## src/rtl/alu_lockstep_array.sv

```systemverilog
// alu_lockstep_array
//
// N-channel ALU array with lockstep cross-check, majority vote and a fault latch.
// Every channel runs a WIDTH-bit unsigned op on its own operands. In lockstep mode each
// channel's {result, carry} is compared against channel 0; mismatching sets bump a
// saturating counter and, once the counter reaches ERR_THRESH, the block enters FAULT and
// freezes all outputs until clr_err_i.
//
// Ports
//   wb_clk_i      in   1          clock, rising edge
//   wb_rst_i      in   1          synchronous reset, active-high
//   in_valid_i    in   1          operand set valid this cycle
//   mode_i        in   1          0 = independent, 1 = lockstep compare
//   a_i, b_i      in   NCH*WIDTH  channel k operand = x[k*WIDTH +: WIDTH]
//   sel_i         in   NCH*2      channel k op = sel_i[2k +: 2] (00 add, 01 sub, 10 and, 11 xor)
//   clr_err_i     in   1          clear counter, sticky flag and FAULT
//   out_valid_o   out  1          one-cycle pulse per accepted set
//   alu_out_o     out  NCH*WIDTH  registered per-channel results
//   carry_o       out  NCH        registered per-channel carry/borrow
//   diff_o        out  WIDTH      ch0 result ^ ch1 result
//   carry_diff_o  out  1          carry_o[0] ^ carry_o[1]
//   voted_o       out  WIDTH      bitwise majority (NCH=3) or ch0 result (NCH=2)
//   mismatch_o    out  1          lockstep mismatch on current output set
//   err_sticky_o  out  1          set by any counted mismatch, held until clear
//   err_cnt_o     out  ERR_CNT_W  saturating mismatch count
//   fault_o       out  1          high in FAULT state

module alu_lockstep_array #(
    parameter int unsigned WIDTH      = 4,
    parameter int unsigned NCH        = 2,
    parameter int unsigned ERR_CNT_W  = 8,
    parameter int unsigned ERR_THRESH = 4
) (
    input  logic                   wb_clk_i,
    input  logic                   wb_rst_i,
    input  logic                   in_valid_i,
    input  logic                   mode_i,
    input  logic [NCH*WIDTH-1:0]   a_i,
    input  logic [NCH*WIDTH-1:0]   b_i,
    input  logic [NCH*2-1:0]       sel_i,
    input  logic                   clr_err_i,
    output logic                   out_valid_o,
    output logic [NCH*WIDTH-1:0]   alu_out_o,
    output logic [NCH-1:0]         carry_o,
    output logic [WIDTH-1:0]       diff_o,
    output logic                   carry_diff_o,
    output logic [WIDTH-1:0]       voted_o,
    output logic                   mismatch_o,
    output logic                   err_sticky_o,
    output logic [ERR_CNT_W-1:0]   err_cnt_o,
    output logic                   fault_o
);

    localparam logic [ERR_CNT_W-1:0] CntMax    = '1;
    localparam logic [ERR_CNT_W-1:0] CntThresh = ERR_CNT_W'(ERR_THRESH);
    localparam logic [ERR_CNT_W-1:0] CntOne    = ERR_CNT_W'(1);

    typedef enum logic [0:0] {StRun, StFault} state_e;

    state_e state_q, state_d;

    // Combinational results of the set currently on the inputs
    logic [NCH*WIDTH-1:0] alu_d;
    logic [NCH-1:0]       carry_d;
    logic [WIDTH-1:0]     diff_d;
    logic [WIDTH-1:0]     voted_d;
    logic                 mismatch_d;

    // Registered outputs
    logic                 out_valid_q;
    logic [NCH*WIDTH-1:0] alu_q;
    logic [NCH-1:0]       carry_q;
    logic [WIDTH-1:0]     diff_q;
    logic [WIDTH-1:0]     voted_q;
    logic                 mismatch_q;
    logic                 err_sticky_q;
    logic [ERR_CNT_W-1:0] err_cnt_q, err_cnt_d;

    logic                 accept;
    logic                 count_inc;
    logic [ERR_CNT_W-1:0] cnt_inc_val;

    // ------------------------------------------------------------------
    // Per-channel ALU. The extra MSB of res carries the add carry-out, or the
    // borrow for subtraction (zero-extended A-B wraps above 2^WIDTH iff A<B).
    // ------------------------------------------------------------------
    for (genvar k = 0; k < NCH; k++) begin : g_ch
        logic [WIDTH-1:0] op_a;
        logic [WIDTH-1:0] op_b;
        logic [1:0]       op_sel;
        logic [WIDTH:0]   res;

        assign op_a   = a_i[k*WIDTH +: WIDTH];
        assign op_b   = b_i[k*WIDTH +: WIDTH];
        assign op_sel = sel_i[2*k +: 2];

        always_comb begin
            res = '0;
            unique case (op_sel)
                2'b00: res = {1'b0, op_a} + {1'b0, op_b};
                2'b01: res = {1'b0, op_a} - {1'b0, op_b};
                2'b10: res = {1'b0, op_a & op_b};
                2'b11: res = {1'b0, op_a ^ op_b};
                default: res = '0;
            endcase
        end

        assign alu_d[k*WIDTH +: WIDTH] = res[WIDTH-1:0];
        assign carry_d[k]              = res[WIDTH];
    end

    assign diff_d = alu_d[WIDTH-1:0] ^ alu_d[2*WIDTH-1:WIDTH];

    if (NCH == 3) begin : g_vote3
        logic [WIDTH-1:0] r0, r1, r2;
        assign r0      = alu_d[WIDTH-1:0];
        assign r1      = alu_d[2*WIDTH-1:WIDTH];
        assign r2      = alu_d[3*WIDTH-1:2*WIDTH];
        assign voted_d = (r0 & r1) | (r0 & r2) | (r1 & r2);
    end else begin : g_vote2
        assign voted_d = alu_d[WIDTH-1:0];
    end

    // Lockstep compare of {result, carry} of every channel against channel 0
    always_comb begin
        mismatch_d = 1'b0;
        for (int k = 1; k < NCH; k++) begin
            if ({alu_d[k*WIDTH +: WIDTH], carry_d[k]} != {alu_d[WIDTH-1:0], carry_d[0]}) begin
                mismatch_d = 1'b1;
            end
        end
        mismatch_d = mismatch_d & mode_i;
    end

    // ------------------------------------------------------------------
    // FSM: state register
    // ------------------------------------------------------------------
    always_ff @(posedge wb_clk_i) begin
        if (wb_rst_i) begin
            state_q <= StRun;
        end else begin
            state_q <= state_d;
        end
    end

    // ------------------------------------------------------------------
    // FSM: next state
    // ------------------------------------------------------------------
    always_comb begin
        state_d = state_q;
        unique case (state_q)
            StRun: begin
                if (count_inc && (cnt_inc_val == CntThresh)) begin
                    state_d = StFault;
                end
            end
            StFault: begin
                if (clr_err_i) begin
                    state_d = StRun;
                end
            end
            default: state_d = StRun;
        endcase
    end

    // ------------------------------------------------------------------
    // FSM: outputs / qualifiers
    // ------------------------------------------------------------------
    always_comb begin
        accept  = 1'b0;
        fault_o = 1'b0;
        unique case (state_q)
            StRun:   accept  = in_valid_i;
            StFault: fault_o = 1'b1;
            default: ;
        endcase
    end

    // A coincident clear wins over counting the mismatch of the same set
    assign count_inc   = accept && mismatch_d && !clr_err_i;
    assign cnt_inc_val = (err_cnt_q == CntMax) ? err_cnt_q : err_cnt_q + CntOne;

    always_comb begin
        err_cnt_d = err_cnt_q;
        if (clr_err_i) begin
            err_cnt_d = '0;
        end else if (count_inc) begin
            err_cnt_d = cnt_inc_val;
        end
    end

    // ------------------------------------------------------------------
    // Result and error registers
    // ------------------------------------------------------------------
    always_ff @(posedge wb_clk_i) begin
        if (wb_rst_i) begin
            out_valid_q  <= 1'b0;
            alu_q        <= '0;
            carry_q      <= '0;
            diff_q       <= '0;
            voted_q      <= '0;
            mismatch_q   <= 1'b0;
            err_sticky_q <= 1'b0;
            err_cnt_q    <= '0;
        end else begin
            out_valid_q <= accept;
            if (accept) begin
                alu_q      <= alu_d;
                carry_q    <= carry_d;
                diff_q     <= diff_d;
                voted_q    <= voted_d;
                mismatch_q <= mismatch_d;
            end
            if (clr_err_i) begin
                err_sticky_q <= 1'b0;
            end else if (count_inc) begin
                err_sticky_q <= 1'b1;
            end
            err_cnt_q <= err_cnt_d;
        end
    end

    assign out_valid_o  = out_valid_q;
    assign alu_out_o    = alu_q;
    assign carry_o      = carry_q;
    assign diff_o       = diff_q;
    assign carry_diff_o = carry_q[0] ^ carry_q[1];
    assign voted_o      = voted_q;
    assign mismatch_o   = mismatch_q;
    assign err_sticky_o = err_sticky_q;
    assign err_cnt_o    = err_cnt_q;

endmodule
```

## config.mk

```make
export PLATFORM = sky130hd
export DESIGN_NAME = alu_lockstep_array
export DESIGN_NICKNAME = d
export VERILOG_FILES = /design/src/rtl/alu_lockstep_array.sv
export SDC_FILE = /design/constraint.sdc
export NUM_CORES = 1
export LEC_CHECK = 0
export BUFFER_PORTS_ARGS = -buffer_cell sky130_fd_sc_hd__buf_2
export CAP_MARGIN = 20
export CORE_AREA = 2 2 65 67
export CTS_BUF_LIST = sky130_fd_sc_hd__clkbuf_8 sky130_fd_sc_hd__clkbuf_16
export DETAILED_ROUTE_END_ITERATION = 10
export DIE_AREA = 0 0 67 69
export HOLD_SLACK_MARGIN = 0.15
export PLACE_DENSITY_LB_ADDON = 0.15
export SYNTH_ARGS = -nofsm -noshare
export SYNTH_HDL_FRONTEND = slang
export SYNTH_SLANG_ARGS = --single-unit
```

## constraint.sdc

```tcl
create_clock -name wb_clk_i -period 3.9 [get_ports wb_clk_i]
set_clock_uncertainty 0.05 [all_clocks]
set_input_delay 0.78 -clock wb_clk_i [delete_from_list [all_inputs] [get_ports wb_clk_i]]
set_output_delay 0.78 -clock wb_clk_i [all_outputs]
set_load 0.05 [all_outputs]
```

# Word-level counts from Yosys, hierarchy flattened
# Index checks and enable logic that the tools add are counted.
[totals] ff_bits=30 inputBits=25 out_inout_bits=31 elab_cells=47
[op_classes] n_addsub=5 n_eq_ne=9 muxes=9 bitwise=8 reduce_logical=7
[op_table] op="case mux 5 bit (4 select lines)" count=2
[op_table] op="bitwise XOR 4 bit" count=3
[op_table] op="adder 4 x 4 -> 5 bit" count=2
[op_table] op="subtractor 4 x 4 -> 5 bit" count=2
[op_table] op="adder 8 x 1 -> 8 bit (second input constant)" count=1
[op_table] op="bitwise AND 4 bit" count=2
[op_table] op="== test 2 bit (second input constant)" count=4
[op_table] op="== test 8 x 3 -> 1 bit (second input constant)" count=1
[op_table] op="== test 8 bit (second input constant)" count=1
[op_table] op="two-way mux 8 bit" count=1
[op_table] op="two-way mux 1 bit" count=5
[op_table] op="inequality test 5 bit" count=1
[op_table] op="== test 2 x 1 -> 1 bit (second input constant)" count=2
[op_table] op="zero test 2 bit" count=2
[op_table] op="logical AND 1 bit" count=3
[op_table] op="case mux 1 bit (2 select lines)" count=1
[op_table] op="OR reduction 2 bit" count=1
[op_table] op="bitwise AND 1 bit" count=1
[op_table] op="zero test 1 bit" count=1
[op_table] op="NOT 1 bit" count=1
[op_table] op="bitwise XOR 1 bit" count=1

# Longest topological paths before layout
# Gate-level depths: netlist of the first run.
[logic_depth] word_depth=10 ltp_mapped=15 depth_no_buf=14

# Least setup slack after synthesis of the first run
# Ideal clock, no wire load.
[synth_path] kind="in2reg" from="in sel_i[3]" to="reg err_cnt_q[1] (netlist: err_cnt_o[1])" arrival_ps=3241 required_ps=3734 setup_slack_ps=493 cell_stages=14 n_path_buf=2 path_cell_list="buf_2 or2b_1 o21ai_0 inv_1 ha_1 nor2b_4 o21ai_2 nand2b_1 a221o_2 xnor2_4 a31oi_4 buf_6 a21oi_1 a41o_1"
[synth_between] elab_chain_len=7
[synth_lines] item="from (decl)" line="40" rtl="input logic [NCH*2-1:0] sel_i,"
[synth_lines] item="== test 2 bit, or another cell as far along" line="99" rtl="unique case (op_sel)"
[synth_lines] item="case mux 5 bit (4 select lines) (*)" line="99"
[synth_lines] item="inequality test 5 bit (*)" line="128" rtl="if ({alu_d[k*WIDTH +: WIDTH], carry_d[k]} != {alu_d[WIDTH-1:0], carry_d[0]}) begin"
[synth_lines] item="two-way mux 1 bit (*)" line="128"
[synth_lines] item="bitwise AND 1 bit (*)" line="132" rtl="mismatch_d = mismatch_d & mode_i;"
[synth_lines] item="logical AND 1 bit (*) (2 in a row)" line="180" rtl="assign count_inc = accept && mismatch_d && !clr_err_i;"
[synth_lines] item="to (signal assigned)" line="219" rtl="err_cnt_q <= err_cnt_d;"
[synth_lines] item="to (decl)" line="77" rtl="logic [ERR_CNT_W-1:0] err_cnt_q, err_cnt_d;"
# Mark *: on every way between the ends. The rest lies on a longest branch, timed or not.
# A chain may end at the register's enable or synchronous reset.

# Final worst setup path of the first run
[layout_path] from="in sel_i[0]" to="reg err_cnt_q[3] (netlist: err_cnt_o[3])"
# The elaborated chain is that of the path after synthesis.

==> results.sh, run 1 <==
export IMPL_start_kind="primary input"
export IMPL_grt_ovfl_total=0
export IMPL_synth_flop_cell="dfxtp_1"
export IMPL_clock_root_buffer="clkbuf_8"
export IMPL_crit_family="compound AO/OA/AOI/OAI gates"
export IMPL_coreArea_sq_um=3910
export IMPL_cp_arrival_ps=3540
export IMPL_slowest_delay_ps=410
export IMPL_period_share=0.876
export IMPL_fin_nets=330
export IMPL_synth_area_leaders="dfxtp_1 26%, ha_1 12%, nor2_1 6.7%"
export IMPL_power_density_nw_per_um2=328
export IMPL_drtIter0Drc=53
export IMPL_fin_util=0.592
export IMPL_antenna_found_initial=0
export IMPL_clkTransAtPathRegs_ps=80
export IMPL_synthCells=239
export IMPL_rsz0062_at_grt="no"
export IMPL_drc=0
export IMPL_cts_setup_buffers=0
export IMPL_final_common_cell="buf_2"
export IMPL_area_growth_pct=14.3
export IMPL_cp_required_ps=4020
export IMPL_leakage_nw=1.13
export IMPL_cts_hold_buffers_added=0
export IMPL_async_reset_ff_frac=0
export IMPL_h_tree_depth=1
export IMPL_vias_per_cell=5.32
export IMPL_ios=56
export IMPL_routed_wl_um=4060
export IMPL_drive_gt1_frac=0.284
export IMPL_cp_num_buf_inv=1
export IMPL_hp_class="flip-flop to flip-flop"
export IMPL_irDropWorstVdd_mv=0.142
export IMPL_drt_pass1_iterations=4
export IMPL_path_class="primary input to flip-flop"
export IMPL_rows=23
export IMPL_clock_sinks=26
export IMPL_post_cts_resized=0
export IMPL_synth_fp_nets=285
export IMPL_start_util=0.518
export IMPL_clockBufferDepth=2
export IMPL_avgRoutedWirePerCell_um=12.2
export IMPL_yosys_warnings=0
export IMPL_path_cells="buf_2, nor2b_1, mux2_2, fa_1, nand2b_1, a21oi_1, xnor2_1, nand2b_1, xnor2_2, a31oi_4, a21oi_1, a311oi_1"
export IMPL_dp_cells=329
export IMPL_tightest_slew_ps=477
export IMPL_cts_tree="yes"
export IMPL_ant_nets=0
export IMPL_vias=1766
export IMPL_final_cells=332
export IMPL_portBuffers=55
export IMPL_place_ws_ps=192
export IMPL_setup_ws_ps=485
export IMPL_setup_violations=0
export IMPL_clkLatencyLatePin_ps=260
export IMPL_period_minus_slack_ps=3410
export IMPL_n_antenna_cell=0
export IMPL_tns_ps=0
export IMPL_maxSlewHeadroom=0.681
export IMPL_status="finished, final reports clean"
export IMPL_postSynthAreaPerCell_sq_um=8.48
export IMPL_grt_pass1_wl_um=6860
export IMPL_numCtsBuffers=3
export IMPL_seq_area_frac_synth=0.257
export IMPL_critPathMaxFanout=16
export IMPL_gp_congestion=0.809
export IMPL_grtUsageTotal=0.184
export IMPL_synth_seq_cells=26
export IMPL_yosysTopAreaCellShare=0.257
export IMPL_cap_violations=0
export IMPL_synth_edf_count=0
export IMPL_finalMaxSlewViolations=0
export IMPL_yosys_area_top_type="dfxtp_1"
export IMPL_grt_max_degree=21
export IMPL_hpwl_um=3370
export IMPL_finalHoldViolCount=0
export IMPL_chipWidth_um=67
export IMPL_yosysUniqueCellTypes=53
export IMPL_max_clock_freq_ghz=0.293
export IMPL_die_area_sq_um=4620
export IMPL_endpoint_kind="flip-flop"
export IMPL_cpMaxStageDelayCell="fa_1"
export IMPL_layout_common_cells="55 x buf_2, 36 x nor2_1, 26 x dfxtp_1, 19 x ha_1, 18 x a21oi_1"
export IMPL_first_global_vias=1550
export IMPL_syn_cell_area_sq_um=2030
export IMPL_fp_dieH_um=69
-- logic make-up (layout without fill, tap and decap cells) --
logic type,after synthesis,in the layout,synth area share
simple gates,97,97,0.252
mux,11,11,0.0568
xor+xnor,13,13,0.0691
flops,26,26,0.257
compound gates,45,45,0.162
buf+inv,26,69,0.0661
fa+ha+maj,21,21,0.137
-- metrics by stage --
| stage | hold slack [ps] | cell area [sq um] | total power [mW] |
|---|---|---|---|
| finish | 425 | 2320 | 0.761 |
| global route | 447 | 2320 | 0.811 |
| CTS | 427 | 2320 | 0.770 |
| detailed placement | 416 | 2280 | 0.622 |
| global placement | 410 | 2280 | 0.618 |
| floorplan | 625 | 2030 | 0.561 |
-- layer usage --
metal | part of all wire | GRT usage
met5 | 0 | 0
met4 | 0.018 | 0.0567
met3 | 0.049 | 0.0228
met2 | 0.48 | 0.310
met1 | 0.45 | 0.238
-- final timing paths --
check,from,endpoint,slack (ps),cells after the start
worst min-delay path,err_sticky_o$_SDFFE_PP0P_,err_sticky_o$_SDFFE_PP0P_,430,2
worst max register to register,err_cnt_o[0]$_SDFFE_PP0P_,state_q$_SDFF_PP0_,2040,7
worst min register to register,err_sticky_o$_SDFFE_PP0P_,err_sticky_o$_SDFFE_PP0P_,430,2
worst max-delay path,sel_i[0],err_cnt_o[3]$_SDFFE_PP0P_,490,12
-- Yosys cell counts, drive strengths merged, types with 4 or more instances --
library cell,number
a21oi,21
nand2,13
and3,6
buf,9
xor2,4
nor2b,7
nand2b,11
inv,10
mux2i,10
o21ai,5
nor3,6
dfxtp,26
nor2,36
xnor2,9
a211oi,8
ha,19
clkbuf,7
-- sequential cells by signal, summed over array words and instances (netlist names) --
register and cells:
alu_out_o 8, carry_o 2, diff_o 4, err_cnt_o 8, err_sticky_o 1, mismatch_o 1
out_valid_o 1, state_q 1
-- power by group --
group	switching, mW	internal, mW	leakage (nW)
Combinational	0.201	0.119	0.895
Clock	0.0788	0.0690	0.0216
Sequential	0.0107	0.282	0.213
-- cell type report --
class	count	area (sq um)
repair buffers	56	283
well taps	50	62.6
flip-flops and latches	26	520
multi-input cells	187	1370
clock buffers	3	41.3
inverters	10	37.5
fillers	400	1600
-- worst min-delay path, stage by stage (launching register included) --
cell	delay, ps
dfxtp_1	330
nor2_1	40
nor2_1	70
Power figures use the tool's default switching activity.
==> run 2: changes to the inputs <==
--- a/config.mk
+++ b/config.mk
@@ -12,7 +12,7 @@
 export DETAILED_ROUTE_END_ITERATION = 10
 export DIE_AREA = 0 0 67 69
 export HOLD_SLACK_MARGIN = 0.15
-export PLACE_DENSITY_LB_ADDON = 0.15
+export PLACE_DENSITY = 0.79
 export SYNTH_ARGS = -nofsm -noshare
 export SYNTH_HDL_FRONTEND = slang
 export SYNTH_SLANG_ARGS = --single-unit
==> run 2 against run 1 <==
  * Die area did not move
  * Cell count rose by 0.60%
  * Sequential share of layout area fell by 0.20 points
  * Via count rose by 1.6%
  * Worst hold slack got worse by 19 ps
  * Clock-buffer cell count rose by 1
  * Critical path type unchanged
  * Highest routed layer unchanged
==> results.sh, run 2 (synthesis gave the netlist of run 1 again) <==
export IMPL_design_area_sq_um=2340
export IMPL_irDropWorstVdd_mv=0.175
export IMPL_routed_wl_um=4280
export IMPL_vias_per_cell=5.37
export IMPL_clockBufferDepth=2
export IMPL_endpoint_kind="flip-flop"
export IMPL_busiest_layer="met2"
export IMPL_grt_util_met1=0.251
export IMPL_drtIter0Drc=97
export IMPL_grt_pass1_wl_um=7280
export IMPL_cp_arrival_ps=3530
export IMPL_cts_tree="yes"
export IMPL_grtUsageTotal=0.197
export IMPL_first_global_vias=1638
export IMPL_coreArea_sq_um=3910
export IMPL_period_minus_slack_ps=3410
export IMPL_path_cells="buf_2, or2b_1, o21ai_0, inv_1, ha_1, nor2b_4, o21ai_2, nand2b_1, a221o_2, xnor2_4, a31oi_4, and4b_2, nor3_2"
export IMPL_period_share=0.876
export IMPL_ios=56
export IMPL_antenna_found_initial=0
export IMPL_clkTransAtPathRegs_ps=80
export IMPL_cts_hold_buffers_added=0
export IMPL_drc=0
export IMPL_cp_required_ps=4010
export IMPL_avgRoutedWirePerCell_um=12.8
export IMPL_cpMaxStageDelayCell="a221o_2"
export IMPL_numCtsBuffers=3
export IMPL_setup_violations=0
export IMPL_power_density_nw_per_um2=338
export IMPL_tightest_slew_ps=432
export IMPL_met3_usage=0.0310
export IMPL_gp_congestion=0.837
export IMPL_n_antenna_cell=0
export IMPL_grt_max_degree=21
export IMPL_clkLatencyLatePin_ps=270
export IMPL_grt_ovfl_total=0
export IMPL_fin_nets=331
export IMPL_die_area_sq_um=4620
export IMPL_start_kind="primary input"
export IMPL_post_cts_resized=0
export IMPL_clock_sinks=26
export IMPL_start_util=0.518
export IMPL_max_clock_freq_ghz=0.293
export IMPL_use_met2=0.328
export IMPL_drive_gt1_frac=0.289
export IMPL_dpl_instance_area_sq_um=2280
export IMPL_status="finished, final reports clean"
export IMPL_path_class="primary input to flip-flop"
export IMPL_drt_pass1_iterations=4
export IMPL_maxSlewHeadroom=0.712
export IMPL_hp_class="flip-flop to flip-flop"
export IMPL_crit_family="compound AO/OA/AOI/OAI gates"
export IMPL_finalMaxSlewViolations=0
export IMPL_rows=23
export IMPL_hpwl_um=3480
export IMPL_leakage_nw=1.14
export IMPL_chipWidth_um=67
export IMPL_layout_common_cells="55 x buf_2, 36 x nor2_1, 26 x dfxtp_1, 19 x ha_1, 18 x a21oi_1"
export IMPL_ant_nets=0
export IMPL_final_common_cell="buf_2"
export IMPL_vias=1795
export IMPL_tns_ps=0
export IMPL_critPathMaxFanout=16
export IMPL_area_growth_pct=15.4
export IMPL_cts_setup_buffers=0
export IMPL_rsz0062_at_grt="no"
export IMPL_cp_num_buf_inv=2
export IMPL_finalHoldViolCount=0
export IMPL_fp_dieH_um=69
export IMPL_clock_root_buffer="clkbuf_8"
export IMPL_h_tree_depth=1
export IMPL_portBuffers=55
export IMPL_cap_violations=0
export IMPL_slowest_delay_ps=410
[run 2: cell count changes in the layout (fill, tap and decap cells not counted), sizes merged]
cell / change
clkbuf: +1
buf: +1
[run 2: through the flow]
stage	total power, mW	cells	hold slack (ps)	util	worst slack (ps)
after global placement	0.616	330	390	0.583	308
after detailed placement	0.624	330	396	0.583	214
final	0.790	334	406	0.598	485
after global routing	0.834	334	433	0.598	202
after floorplan	0.561	239	625	-	493
after CTS	0.796	334	409	0.598	502
[run 2: final cells by class]
class	count	area, sq um
Clock buffer	4	55.1
Multi-Input combinational cell	187	1370
Sequential cell	26	520
Timing Repair Buffer	57	290
Fill cell	364	1580
Inverter	10	37.5
Tap cell	50	62.6
[run 2: path summary, 6_finish.rpt]
check / startpoint / to / slack, ps / depth (start not counted)
worst max-delay path: sel_i[2] / err_cnt_o[6]$_SDFFE_PP0P_ / 490 / 13
worst min-delay path: alu_out_o[5]$_SDFFE_PP0P_ / alu_out_o[5]$_SDFFE_PP0P_ / 410 / 2
worst max register to register: err_cnt_o[0]$_SDFFE_PP0P_ / state_q$_SDFF_PP0_ / 2000 / 7
worst min register to register: alu_out_o[5]$_SDFFE_PP0P_ / alu_out_o[5]$_SDFFE_PP0P_ / 410 / 2
[run 2: worst min-delay path, cell delays in order, from the launching register on]
cell and delay, ps:
dfxtp_1 310, nand2_1 50, a21oi_1 50
[run 2: per-layer routing]
| metal | routed length (um) | vias up |
|---|---|---|
| met2 | 2150 | 45 |
| met4 | 72 | 0 |
| met1 | 1850 | 821 |
| met5 | 0 | - |
| met3 | 199 | 6 |
| li1 | - | 923 |
[run 2: where the power goes]
group	leakage (nW)	switching, mW	total [mW]	internal (mW)
sequential	0.213	0.00983	0.292	0.282
combinational	0.900	0.204	0.324	0.121
clock	0.0288	0.0833	0.174	0.0903
total	1.14	0.297	0.790	0.493
